**src/rtl/axis_gen_pkg.sv**
```systemverilog
// Shared encodings for the AXI-Stream frame generator: pattern modes, FSM states
// and a maximal-length Fibonacci LFSR tap table indexed by register width.
package axis_gen_pkg;

  typedef enum logic [1:0] {
    MODE_LINE  = 2'd0,
    MODE_FRAME = 2'd1,
    MODE_CONST = 2'd2,
    MODE_LFSR  = 2'd3
  } mode_e;

  typedef enum logic [1:0] {
    ST_IDLE   = 2'd0,
    ST_ACTIVE = 2'd1,
    ST_LGAP   = 2'd2,
    ST_FGAP   = 2'd3
  } state_e;

  // Builds a tap mask from 1-based tap positions; a position of 0 means unused.
  function automatic logic [63:0] tap4(input int a, input int b, input int c, input int d);
    logic [63:0] m;
    m = '0;
    if (a > 0) m = m | (64'd1 << (a - 1));
    if (b > 0) m = m | (64'd1 << (b - 1));
    if (c > 0) m = m | (64'd1 << (c - 1));
    if (d > 0) m = m | (64'd1 << (d - 1));
    return m;
  endfunction

  function automatic logic [63:0] lfsr_taps(input int width);
    case (width)
      8:  return tap4(8, 6, 5, 4);    9:  return tap4(9, 5, 0, 0);
      10: return tap4(10, 7, 0, 0);   11: return tap4(11, 9, 0, 0);
      12: return tap4(12, 6, 4, 1);   13: return tap4(13, 4, 3, 1);
      14: return tap4(14, 5, 3, 1);   15: return tap4(15, 14, 0, 0);
      16: return tap4(16, 15, 13, 4); 17: return tap4(17, 14, 0, 0);
      18: return tap4(18, 11, 0, 0);  19: return tap4(19, 6, 2, 1);
      20: return tap4(20, 17, 0, 0);  21: return tap4(21, 19, 0, 0);
      22: return tap4(22, 21, 0, 0);  23: return tap4(23, 18, 0, 0);
      24: return tap4(24, 23, 22, 17); 25: return tap4(25, 22, 0, 0);
      26: return tap4(26, 6, 2, 1);   27: return tap4(27, 5, 2, 1);
      28: return tap4(28, 25, 0, 0);  29: return tap4(29, 27, 0, 0);
      30: return tap4(30, 6, 4, 1);   31: return tap4(31, 28, 0, 0);
      32: return tap4(32, 22, 2, 1);  33: return tap4(33, 20, 0, 0);
      34: return tap4(34, 27, 2, 1);  35: return tap4(35, 33, 0, 0);
      36: return tap4(36, 25, 0, 0);  37: return tap4(37, 5, 4, 3) | tap4(2, 1, 0, 0);
      38: return tap4(38, 6, 5, 1);   39: return tap4(39, 35, 0, 0);
      40: return tap4(40, 38, 21, 19); 41: return tap4(41, 38, 0, 0);
      42: return tap4(42, 41, 20, 19); 43: return tap4(43, 42, 38, 37);
      44: return tap4(44, 43, 18, 17); 45: return tap4(45, 44, 42, 41);
      46: return tap4(46, 45, 26, 25); 47: return tap4(47, 42, 0, 0);
      48: return tap4(48, 47, 21, 20); 49: return tap4(49, 40, 0, 0);
      50: return tap4(50, 49, 24, 23); 51: return tap4(51, 50, 36, 35);
      52: return tap4(52, 49, 0, 0);  53: return tap4(53, 52, 38, 37);
      54: return tap4(54, 53, 18, 17); 55: return tap4(55, 31, 0, 0);
      56: return tap4(56, 55, 35, 34); 57: return tap4(57, 50, 0, 0);
      58: return tap4(58, 39, 0, 0);  59: return tap4(59, 58, 38, 37);
      60: return tap4(60, 59, 0, 0);  61: return tap4(61, 60, 46, 45);
      62: return tap4(62, 61, 6, 5);  63: return tap4(63, 62, 0, 0);
      64: return tap4(64, 63, 61, 60);
      default: return '0;
    endcase
  endfunction

endpackage

```
**src/rtl/axis_lfsr.sv**
```systemverilog
// Fibonacci LFSR (XOR feedback, shifts toward the MSB); load forces the all-ones
// seed and wins over advance.
module axis_lfsr
  import axis_gen_pkg::*;
#(
  parameter int DATA_WIDTH = 8
) (
  input  logic                  clk,
  input  logic                  reset,
  input  logic                  load,
  input  logic                  advance,
  output logic [DATA_WIDTH-1:0] lfsr_value
);
  localparam logic [DATA_WIDTH-1:0] TAPS = DATA_WIDTH'(lfsr_taps(DATA_WIDTH));

  logic [DATA_WIDTH-1:0] state_reg;
  logic [DATA_WIDTH-1:0] tap_bits;
  logic                  feedback;

  for (genvar gi = 0; gi < DATA_WIDTH; gi++) begin : g_tap
    assign tap_bits[gi] = state_reg[gi] & TAPS[gi];
  end

  assign feedback   = ^tap_bits;
  assign lfsr_value = state_reg;

  always_ff @(posedge clk or negedge reset) begin
    if (!reset) begin
      state_reg <= '1;
    end else if (load) begin
      state_reg <= '1;
    end else if (advance) begin
      state_reg <= {state_reg[DATA_WIDTH-2:0], feedback};
    end
  end

endmodule

```
**src/rtl/axis_frame_gen.sv**
```systemverilog
// AXI-Stream test-frame source: LINES lines of LINE_LEN beats with programmable
// inter-line and inter-frame gaps and four payload patterns.
module axis_frame_gen
  import axis_gen_pkg::*;
#(
  parameter int DATA_WIDTH = 8,
  parameter int LINE_LEN   = 1024,
  parameter int LINES      = 1,
  parameter int LINE_GAP   = 16,
  parameter int FRAME_GAP  = 16
) (
  input  logic                  clk,
  input  logic                  reset,
  input  logic                  enable,
  input  logic [1:0]            mode,
  input  logic [DATA_WIDTH-1:0] const_data,
  output logic [DATA_WIDTH-1:0] m_axis_tdata,
  output logic                  m_axis_tvalid,
  input  logic                  m_axis_tready,
  output logic                  m_axis_tuser,
  output logic                  m_axis_tlast,
  output logic                  frame_done
);
  localparam int BEAT_W = $clog2(LINE_LEN);
  localparam int LINE_W = (LINES > 1) ? $clog2(LINES) : 1;
  localparam int LGAP_W = $clog2((LINE_GAP > 1) ? LINE_GAP : 1) + 1;
  localparam int FGAP_W = $clog2((FRAME_GAP > 1) ? FRAME_GAP : 1) + 1;
  localparam logic [BEAT_W-1:0] LAST_BEAT = BEAT_W'(LINE_LEN - 1);
  localparam logic [LINE_W-1:0] LAST_LINE = LINE_W'(LINES - 1);
  localparam logic [LGAP_W-1:0] LGAP_END  = LGAP_W'((LINE_GAP > 0) ? LINE_GAP - 1 : 0);
  localparam logic [FGAP_W-1:0] FGAP_END  = FGAP_W'((FRAME_GAP > 0) ? FRAME_GAP - 1 : 0);

  if (LINE_LEN < 2 || LINES < 1 || DATA_WIDTH < 8 || DATA_WIDTH > 64 ||
      LINE_GAP < 0 || FRAME_GAP < 0) begin : g_param_check
    $error("axis_frame_gen: illegal parameter value");
  end

  state_e                state_reg, state_next;
  mode_e                 mode_reg;
  logic [DATA_WIDTH-1:0] const_reg;
  logic [BEAT_W-1:0]     beat_reg;
  logic [LINE_W-1:0]     line_reg;
  logic [DATA_WIDTH-1:0] pix_reg;
  logic [LGAP_W-1:0]     lgap_reg;
  logic [FGAP_W-1:0]     fgap_reg;
  logic                  done_reg;
  logic                  frame_start;
  logic                  xfer;
  logic                  last_beat;
  logic                  last_line;
  logic [DATA_WIDTH-1:0] lfsr_value;
  logic [DATA_WIDTH-1:0] pattern;

  assign m_axis_tvalid = (state_reg == ST_ACTIVE);
  assign xfer          = m_axis_tvalid & m_axis_tready;
  assign last_beat     = (beat_reg == LAST_BEAT);
  assign last_line     = (line_reg == LAST_LINE);
  assign m_axis_tuser  = m_axis_tvalid && (beat_reg == '0) && (line_reg == '0);
  assign m_axis_tlast  = m_axis_tvalid && last_beat;
  assign m_axis_tdata  = m_axis_tvalid ? pattern : '0;
  assign frame_done    = done_reg;

  always_ff @(posedge clk or negedge reset) begin
    if (!reset) state_reg <= ST_IDLE;
    else        state_reg <= state_next;
  end

  // enable is only consulted where a new frame could begin, so frames never truncate.
  always_comb begin
    state_next  = state_reg;
    frame_start = 1'b0;
    case (state_reg)
      ST_IDLE: begin
        if (enable) begin
          state_next  = ST_ACTIVE;
          frame_start = 1'b1;
        end
      end
      ST_ACTIVE: begin
        if (xfer && last_beat) begin
          if (last_line) begin
            if (FRAME_GAP > 0) begin
              state_next = ST_FGAP;
            end else if (enable) begin
              frame_start = 1'b1;
            end else begin
              state_next = ST_IDLE;
            end
          end else if (LINE_GAP > 0) begin
            state_next = ST_LGAP;
          end
        end
      end
      ST_LGAP: begin
        if (lgap_reg == LGAP_END) state_next = ST_ACTIVE;
      end
      ST_FGAP: begin
        if (fgap_reg == FGAP_END) begin
          if (enable) begin
            state_next  = ST_ACTIVE;
            frame_start = 1'b1;
          end else begin
            state_next = ST_IDLE;
          end
        end
      end
    endcase
  end

  always_ff @(posedge clk or negedge reset) begin
    if (!reset) begin
      mode_reg  <= MODE_LINE;
      const_reg <= '0;
      beat_reg  <= '0;
      line_reg  <= '0;
      pix_reg   <= '0;
      lgap_reg  <= '0;
      fgap_reg  <= '0;
      done_reg  <= 1'b0;
    end else begin
      done_reg <= xfer && last_beat && last_line;
      lgap_reg <= (state_reg == ST_LGAP) ? lgap_reg + LGAP_W'(1) : '0;
      fgap_reg <= (state_reg == ST_FGAP) ? fgap_reg + FGAP_W'(1) : '0;
      if (frame_start) begin
        mode_reg  <= mode_e'(mode);
        const_reg <= const_data;
        beat_reg  <= '0;
        line_reg  <= '0;
        pix_reg   <= '0;
      end else if (xfer) begin
        // pix_reg tracks line*LINE_LEN+beat directly, wrapping at DATA_WIDTH.
        pix_reg <= pix_reg + DATA_WIDTH'(1);
        if (last_beat) begin
          beat_reg <= '0;
          line_reg <= line_reg + LINE_W'(1);
        end else begin
          beat_reg <= beat_reg + BEAT_W'(1);
        end
      end
    end
  end

  axis_lfsr #(
    .DATA_WIDTH(DATA_WIDTH)
  ) u_lfsr (
    .clk       (clk),
    .reset     (reset),
    .load      (frame_start),
    .advance   (xfer),
    .lfsr_value(lfsr_value)
  );

  always_comb begin
    pattern = '0;
    case (mode_reg)
      MODE_LINE:  pattern = DATA_WIDTH'(beat_reg);
      MODE_FRAME: pattern = pix_reg;
      MODE_CONST: pattern = const_reg;
      MODE_LFSR:  pattern = lfsr_value;
    endcase
  end

endmodule

```
**config.mk**
```make
export PLATFORM = sky130hd
export DESIGN_NAME = axis_frame_gen
export DESIGN_NICKNAME = d
export VERILOG_FILES = /design/src/rtl/axis_gen_pkg.sv /design/src/rtl/axis_lfsr.sv /design/src/rtl/axis_frame_gen.sv
export SDC_FILE = /design/constraint.sdc
export NUM_CORES = 1
export LEC_CHECK = 0
export CAP_MARGIN = 5
export CORE_ASPECT_RATIO = 0.75
export CORE_MARGIN = 2
export CORE_UTILIZATION = 53
export CTS_BUF_LIST = sky130_fd_sc_hd__clkbuf_4 sky130_fd_sc_hd__clkbuf_8
export DETAILED_ROUTE_END_ITERATION = 6
export PLACE_DENSITY = 0.75
export SLEW_MARGIN = 20
export SYNTH_ARGS = -nofsm -noshare
export SYNTH_HDL_FRONTEND = slang
export SYNTH_SLANG_ARGS = --single-unit
```
**constraint.sdc**
```tcl
create_clock -name clk -period 1.65 [get_ports clk]
set_input_delay 0.165 -clock clk [delete_from_list [all_inputs] [get_ports clk]]
set_output_delay 0.165 -clock clk [all_outputs]
set_load 0.005 [all_outputs]
```
# Yosys cells after proc, flatten, opt, wreduce, memory -nomap -nowiden
# Cells that the tools add are included.
# Widths: inputs -> output; s select.
classes:
  add_sub_neg: 5
  n_eq_ne: 13
  mux: 24
  n_bitwise: 2
  n_reduce_logical: 13
ops:
  columns: ["op", "count"]
  rows:
  - ["$mux 8", 5]
  - ["$pmux 8 s4", 1]
  - ["$mux 10", 3]
  - ["$add 10x1->10 const B", 1]
  - ["$add 5x1->5 const B", 2]
  - ["$eq 10x10->1 const B", 1]
  - ["$eq 5x4->1 const B", 2]
  - ["$logic_not 10->1", 1]
  - ["$mux 5", 2]
  - ["$add 8x1->8 const B", 1]
  - ["$eq 2x2->1 const B", 4]
  - ["$mux 2", 4]
  - ["$pmux 2 s4", 1]
  - ["$reduce_xor 8->1", 1]
  - ["$mux 1", 7]
  - ["$ne 2x2->1 const B", 3]
  - ["$logic_and 1x1->1", 5]
  - ["$eq 2x1->1 const B", 2]
  - ["$logic_not 2->1", 2]
  - ["$reduce_and 4->1", 1]
  - ["$reduce_bool 2->1", 2]
  - ["$ne 2x1->1 const B", 1]
  - ["$pmux 1 s2", 1]
  - ["$reduce_and 2->1", 1]
  - ["other kinds (3)", 3]
word_totals:
  ff_bits: 50
  input_bits: 14
  output_inout_bits: 12
  wordCells: 67

# Logic depth before layout (Yosys ltp)
# Gate-level depths: netlist of the first run.
logic_depth:
  depth_word: 5
  mapped_depth: 8
  depth_no_buf: 7

# Hierarchy
# Synthesis of the first run repeated with hierarchy kept, for this count alone.
hier_totals:
  hier_cells: 238
  hier_area_um2: 2687.6
modules_own_cells:
  columns: ["module", "n_inst", "cells_per_inst", "area_each_um2", "seq_area_each_um2"]
  rows:
  - ["axis_frame_gen", 1, 209, 2334.7, 1051.0]
  - ["axis_lfsr", 1, 29, 352.8, 210.2]

# Worst setup path after synthesis of the first run
# OpenSTA, ideal clock, no wires.
synth_path:
  path_type: "flip-flop to flip-flop"
  from: "register lgap_reg[0]"
  to: "register state_reg[1]"
  arrival_ps: 1690
  required_time_ps: 1525
  path_slack_ps: -165
  stages_incl_launch_ff: 8
  n_path_buf: 0
  period_less_slack_ps: 1815
  cell_sequence: "dfrtp_1 ha_1 and3_1 ha_1 nor2b_1 or3_1 a21oi_1 mux2_2"
synth_via:
  elab_chain_len: 3
synth_rtl:
  columns: ["item", "line_no", "rtl"]
  rows:
  - ["start: declaration", "axis_frame_gen.sv:44", "logic [LGAP_W-1:0] lgap_reg;"]
  - ["start signal: assignment", "axis_frame_gen.sv:122", "lgap_reg <= (state_reg == ST_LGAP) ? lgap_reg + LGAP_W'(1) : '0;"]
  - ["$eq 5x4->1", "axis_frame_gen.sv:95", "if (lgap_reg == LGAP_END) state_next = ST_ACTIVE;"]
  - ["$ne 2x2->1 (no line)", null, null]
  - ["$reduce_and 4->1 (no line)", null, null]
  - ["end signal: assignment", "axis_frame_gen.sv:65", "else state_reg <= state_next;"]
  - ["end: declaration", "axis_frame_gen.sv:38", "state_e state_reg, state_next;"]
# Every way passes these cells.
# A chain may end at the register's enable or synchronous reset.

# Worst setup path after layout of the first run
layout_path:
  from: "register state_reg[1]"
  to: "register state_reg[1]"
layout_via:
  elab_chain_len: 5
  elab_cells_between_ends: 12
  classes_between: "7 x eq/ne; 1 x mux; 1 x bitwise; 3 x reduce/logical"
layout_rtl:
  columns: ["item", "line_no", "rtl"]
  rows:
  - ["$eq 2x1->1", "axis_frame_gen.sv:54, axis_frame_gen.sv:72", null]
  - ["$and 1x1->1", "axis_frame_gen.sv:55", "assign xfer = m_axis_tvalid & m_axis_tready;"]
  - ["$logic_and 1x1->1", "axis_frame_gen.sv:80", "if (xfer && last_beat) begin"]
  - ["$ne 2x1->1 (no line)", null, null]
  - ["$reduce_and 4->1 (no line)", null, null]
# Parallel ways exist; a longest one is shown, timed or not.

==> results.cfg, run 1 <==
[outcome]
status = complete, but fails checks
violations = setup timing

[critical_path]
worst_ep_required_time_ps = 1850
cp.arrival_ps = 2130
end_kind = flop
start_kind = flop
crit_fanout = 4
worstSetupPathType = flop to flop

[power]
p_total_mw = 4.14
power.density_nw_per_um2 = 985
peakVddDrop_uv = 789
p_leak_nw = 1.96

[die]
start_util = 0.552
fp.dieH_um = 65.9
dieArea_um2 = 5690
rows = 22
core_um2 = 4900
chipWidth_um = 86.5
ios = 26

[yosys]
synth.largest_area_cell = dfrtp_1
synth_common_cells = nand2_1 (60), dfrtp_1 (42), and2_1 (15)
synthDominantCellAreaShare = 0.389
ys_types = 37
netlist_instances = 271
syn_area_per_cell_um2 = 9.98
syn-cell-area_um2 = 2700
synth.area.top_cells = dfrtp_1 (39%), nand2_1 (8.3%), dfstp_2 (7.8%)
yosysSeqAreaShare = 0.466
synth_flop_cell = dfrtp_1
syn_nets = 297
synth_edf_count = 0
yosys_warnings = 0
synthArstFlopShare = 1.00
yosysMostFrequentCell = nand2_1
ys_seq_elements = 50

[routing]
firstDrtPassIters = 5
num_vias = 2738
via_per_inst = 6.27
routed_wirelength_mm = 9.87
drt_iter0_markers = 378
ant_nets = 0
wl_per_cell_um = 22.6
drc_errors = 0

[grt]
grt_pass1_wl_mm = 13.7
grt.overflow.total = 0
grt_pass1_vias = 2611
grt_usage = 0.324
top_usage_layer = met2
grt_antenna_before_repair = 0
grt_use_met1 = 0.409
grtUsageMet3 = 0.0949
use_met2 = 0.533
grt_start_max_net_pins = 26

[cells_and_area]
fill_cells = 210
largest_reg_flops = 10
final_layout_size_suffix_gt1_frac = 0.525
n_antenna_cell = 0
finalNetCount = 402
area_growth_pct = 55.3

[timing]
rsz0062_at_grt = true
fin_crit_sh = 1.17
setup_slack_ps = -276
max_freq_mhz = 519
max-slew-margin-rel = 0.702
slew_violations = 0
finalHoldViolCount = 0
finalSetupViolations = 49
fin_skew_ps = 11.5
fin_crit_ps = 1930
worst_pin_slew_ps = 447

[placement]
globalplace.congestion = 0.847
pre_cts_slack_ps = -227
port_buffers = 25
dpl.hpwl_mm = 4.65

[clocking]
cts_tree = yes
ctsRootBufferMaster = clkbuf_8
clk_path_buf_depth = 2
clk_latency_ps = 310
cts.reportedPaths.clkPinSlew_ps = 90
cts-buffers-inserted = 5
clkSinkCount = 50
cts-htree-levels = 2

[hold_path]
hold_class = input pin to async pin

[run]
drv_cap = 0
## layer usage
metal	routed length, um	share of wire
met3	867	0.088
met2	4590	0.46
met1	3840	0.39
met5	0	0
met4	580	0.059
## report_power, final
part | internal [mW] | leakage [nW] | switching (mW)
sequential | 1.49 | 0.621 | 0.258
combinational | 0.887 | 1.29 | 0.747
clock | 0.352 | 0.0498 | 0.406
total | 2.73 | 1.96 | 1.41
## cell families (layout without fill, tap and decap cells)
group	count (synthesis)	after routing	share of synthesized area
AOI/OAI and AO/OA	26	26	0.0560
DFF	50	50	0.466
xor gates and xnor gates	16	16	0.0518
adders and majority gates	12	12	0.0555
muxes	9	9	0.0722
buffers and inverters	20	123	0.0384
and+or+nand+nor	138	141	0.260
## metrics by stage
| stage | util | TNS, ps | hold slack [ps] | std cells | area [um^2] |
|---|---|---|---|---|---|
| floorplan | - | -336 | -131 | 271 | 2770 |
| global placement | 0.704 | -3600 | 116 | 402 | 3450 |
| detailed placement | 0.704 | -5110 | 128 | 402 | 3450 |
| CTS | 0.807 | -6140 | 334 | 430 | 3950 |
| global route | 0.857 | -8680 | 368 | 437 | 4200 |
| finish | 0.857 | -6500 | 326 | 437 | 4200 |
## cell type report
class	instances	area (um^2)	share of cell area
well taps	60	75.1	0.0179
inverters	8	30.0	0.00715
flip-flops and latches	50	1270	0.302
repair buffers	107	997	0.238
multi-input cells	204	1740	0.413
clock buffers	8	91.3	0.0218
## worst paths after layout
path	from	endpoint	slack [ps]	cells after the start
min	reset	lgap_reg[2]$_DFF_PN0_	330	2
max reg2reg	state_reg[1]$_DFFE_PN0P_	state_reg[1]$_DFFE_PN0P_	-280	6
min in group clk	const_data[0]	const_reg[0]$_DFFE_PN0P_	380	3
max in group asynchronous	reset	u_lfsr.lfsr_value[3]$_DFFE_PN1P_	730	3
max	state_reg[1]$_DFFE_PN0P_	state_reg[1]$_DFFE_PN0P_	-280	6
min reg2reg	const_reg[7]$_DFFE_PN0P_	const_reg[7]$_DFFE_PN0P_	500	2
## placed cells by master (no fill, tap or decap), types with 5 or more instances in the layout
cell and n:
buf_4 53, nand2_1 52, dfrtp_1 36, buf_6 31
clkdlybuf4s50_1 13, xnor2_1 8, mux4_2 8, and2_4 8
nor2_1 8, dfstp_2 8, nand3_1 7, and2_1 7
xor2_1 7, nand4_1 6, nand3_2 6, dfrtp_2 6
nor2b_1 5, nand2_2 5, ha_4 5, clkbuf_8 5
## critical path, cell delays in order, from the launching register on
cell     delay [ps]
dfrtp_1         430
buf_6           140
ha_1            200
nor2b_2         170
or3_4           420
a21oi_4         140
mux2_4          310
## repair_timing
action	in CTS	in global routing
hold buffers	1	0
endpoints found under the hold margin	15	0
gates cloned	5	0
pin swaps	39	17
resized for setup	117	52
endpoints found under the setup margin	49	50
setup buffers	14	11
Power figures use the tool's default switching activity.
==> run 2, diff against run 1 <==
--- a/config.mk
+++ b/config.mk
@@ -10,6 +10,7 @@
 export CORE_MARGIN = 2
 export CORE_UTILIZATION = 53
 export CTS_BUF_LIST = sky130_fd_sc_hd__clkbuf_4 sky130_fd_sc_hd__clkbuf_8
+export CTS_CLUSTER_SIZE = 25
 export DETAILED_ROUTE_END_ITERATION = 6
 export PLACE_DENSITY = 0.75
 export SLEW_MARGIN = 20
==> results of run 2 <==
The final DEF is identical to that of run 1; final timing and power are the same.
==> run 3, diff against run 2 <==
--- a/config.mk
+++ b/config.mk
@@ -12,7 +12,7 @@
 export CTS_BUF_LIST = sky130_fd_sc_hd__clkbuf_4 sky130_fd_sc_hd__clkbuf_8
 export CTS_CLUSTER_SIZE = 25
 export DETAILED_ROUTE_END_ITERATION = 6
-export PLACE_DENSITY = 0.75
+export PLACE_DENSITY_LB_ADDON = 0.12
 export SLEW_MARGIN = 20
 export SYNTH_ARGS = -nofsm -noshare
 export SYNTH_HDL_FRONTEND = slang
==> results.cfg, run 3 (same netlist as run 1, synthesis figures left out) <==
[clocking]
clk_path_buf_depth = 2
clk_latency_ps = 320
clkSinkCount = 50
cts-buffers-inserted = 5
cts.reportedPaths.clkPinSlew_ps = 90
cts_tree = yes
ctsRootBufferMaster = clkbuf_8
cts-htree-levels = 2

[cells_and_area]
area_growth_pct = 63.2
final_cell_mix = buf_4 (54), dfrtp_1 (39), nand2_1 (36)
finalNetCount = 405
largest_reg_flops = 10
mostFrequentLayoutCell = buf_4
n_antenna_cell = 0
final_layout_size_suffix_gt1_frac = 0.600

[placement]
port_buffers = 25
globalplace.congestion = 0.855
dpl.hpwl_mm = 4.49
pre_cts_slack_ps = -195

[die]
fp.dieH_um = 65.9
rows = 22
start_util = 0.552
chipWidth_um = 86.5
ios = 26
core_um2 = 4900
dieArea_um2 = 5690

[critical_path]
cp.arrival_ps = 2200
r2r-end = pix_reg[7]$_DFFE_PN0P_
end_kind = flop
r2r_start = state_reg[1]$_DFFE_PN0P_
worstSetupPathType = flop to flop
crit_fanout = 5
worst_ep_required_time_ps = 1910
start_kind = flop
rr_worst_depth = 7
timing.reg2reg.setup_slack_ps = -290

[timing]
finalHoldViolCount = 0
fin_crit_sh = 1.18
fin_crit_ps = 1940
finalSetupViolations = 50
rsz0062_at_grt = true
slew_violations = 0
fin_skew_ps = 6.47
setup_slack_ps = -291
worst_pin_slew_ps = 369
max_freq_mhz = 515
max-slew-margin-rel = 0.751

[power]
power.switching_mw = 1.51
power.density_nw_per_um2 = 959
combPwrFrac = 0.399
peakVddDrop_uv = 784
p_total_mw = 4.23
p_int_mw = 2.72
clockPowerShare = 0.188
p_sw_frac = 0.356
p_seq_frac = 0.413
p_leak_nw = 2.06

[grt]
grt_antenna_before_repair = 0
grt_pass1_wl_mm = 13.8
grt_start_max_net_pins = 51
grt_pass1_vias = 2668
grt_usage = 0.330
grt.overflow.total = 0

[routing]
drt_iter0_markers = 288
via_per_inst = 6.32
ant_nets = 0
firstDrtPassIters = 5
wl_per_cell_um = 23.1
drc_errors = 0
routed_wirelength_mm = 10.2
num_vias = 2780

[run]
drv_cap = 0

[outcome]
status = complete, but fails checks
violations = setup timing

[hold_path]
hold_class = input pin to async pin
run 3: changes by cell type in the layout (fill, tap and decap cells not counted), sizes merged:
| cell | change |
|---|---|
| clkdlybuf4s15 | -1 |
| clkinv | +1 |
| buf | +3 |
run 3: cell type report:
type,count,area [um^2]
repair buffers,110,1070
multi-input cells,204,1880
clock inverters,1,5.00
inverters,8,32.5
clock buffers,7,90.1
fillers,191,487
flip-flops and latches,50,1260
well taps,60,75.1
run 3: power by group through the flow:
stage          Combinational (mW)  Sequential, mW  Clock [mW]
2_1_floorplan               0.522            1.68           0
3_3_place_gp                 1.07            1.70           0
3_5_place_dp                 1.10            1.70           0
4_1_cts                      1.33            1.68       0.778
5_1_grt                      1.75            1.76       0.842
6_report                     1.69            1.75       0.797
run 3: per-layer routing:
layer,global-route usage,routed length (um),up-vias,part of all wire
met4,0.141,429,0,0.042
met3,0.104,927,48,0.091
met2,0.508,4890,184,0.48
met1,0.434,3920,1401,0.39
met5,0,0,-,0
li1,-,-,1147,-
run 3: worst max-delay path by stage:
stage                             startpoint                  endpoint  cells past startpoint
floorplan              lgap_reg[0]$_DFF_PN0_  state_reg[1]$_DFFE_PN0P_                      7
global placement    state_reg[0]$_DFFE_PN0P_  state_reg[1]$_DFFE_PN0P_                      6
detailed placement     lgap_reg[1]$_DFF_PN0_  state_reg[1]$_DFFE_PN0P_                      7
CTS                  mode_reg[0]$_DFFE_PN0P_           m_axis_tdata[4]                      5
global route        state_reg[1]$_DFFE_PN0P_    pix_reg[7]$_DFFE_PN0P_                      7
finish              state_reg[1]$_DFFE_PN0P_    pix_reg[7]$_DFFE_PN0P_                      7
run 3: critical path, stage by stage (launching register included):
cell	delay [ps]
dfrtp_1	450
inv_2	140
ha_4	200
buf_6	110
and4_4	220
nand4_1	110
or4_4	540
nand2_2	90
run 3: through the flow:
step                setup TNS, ps  cell area, um^2  hold WS (ps)  cells   util
finish                      -6790             4410           354    440  0.901
global route                -8500             4410           398    440  0.901
global placement            -3390             3410           174    395  0.696
floorplan                    -336             2770          -131    271      -
CTS                         -2980             4120           377    434  0.840
detailed placement          -3870             3410           172    395  0.696
run 3: repair_timing:
action,4_1_cts,5_1_grt
hold buffers,1,0
pin swaps,51,27
endpoints found under the hold margin,42,0
endpoints found under the setup margin,46,51
gates resized for setup,137,68
cloned,6,0
buffers inserted,24,6
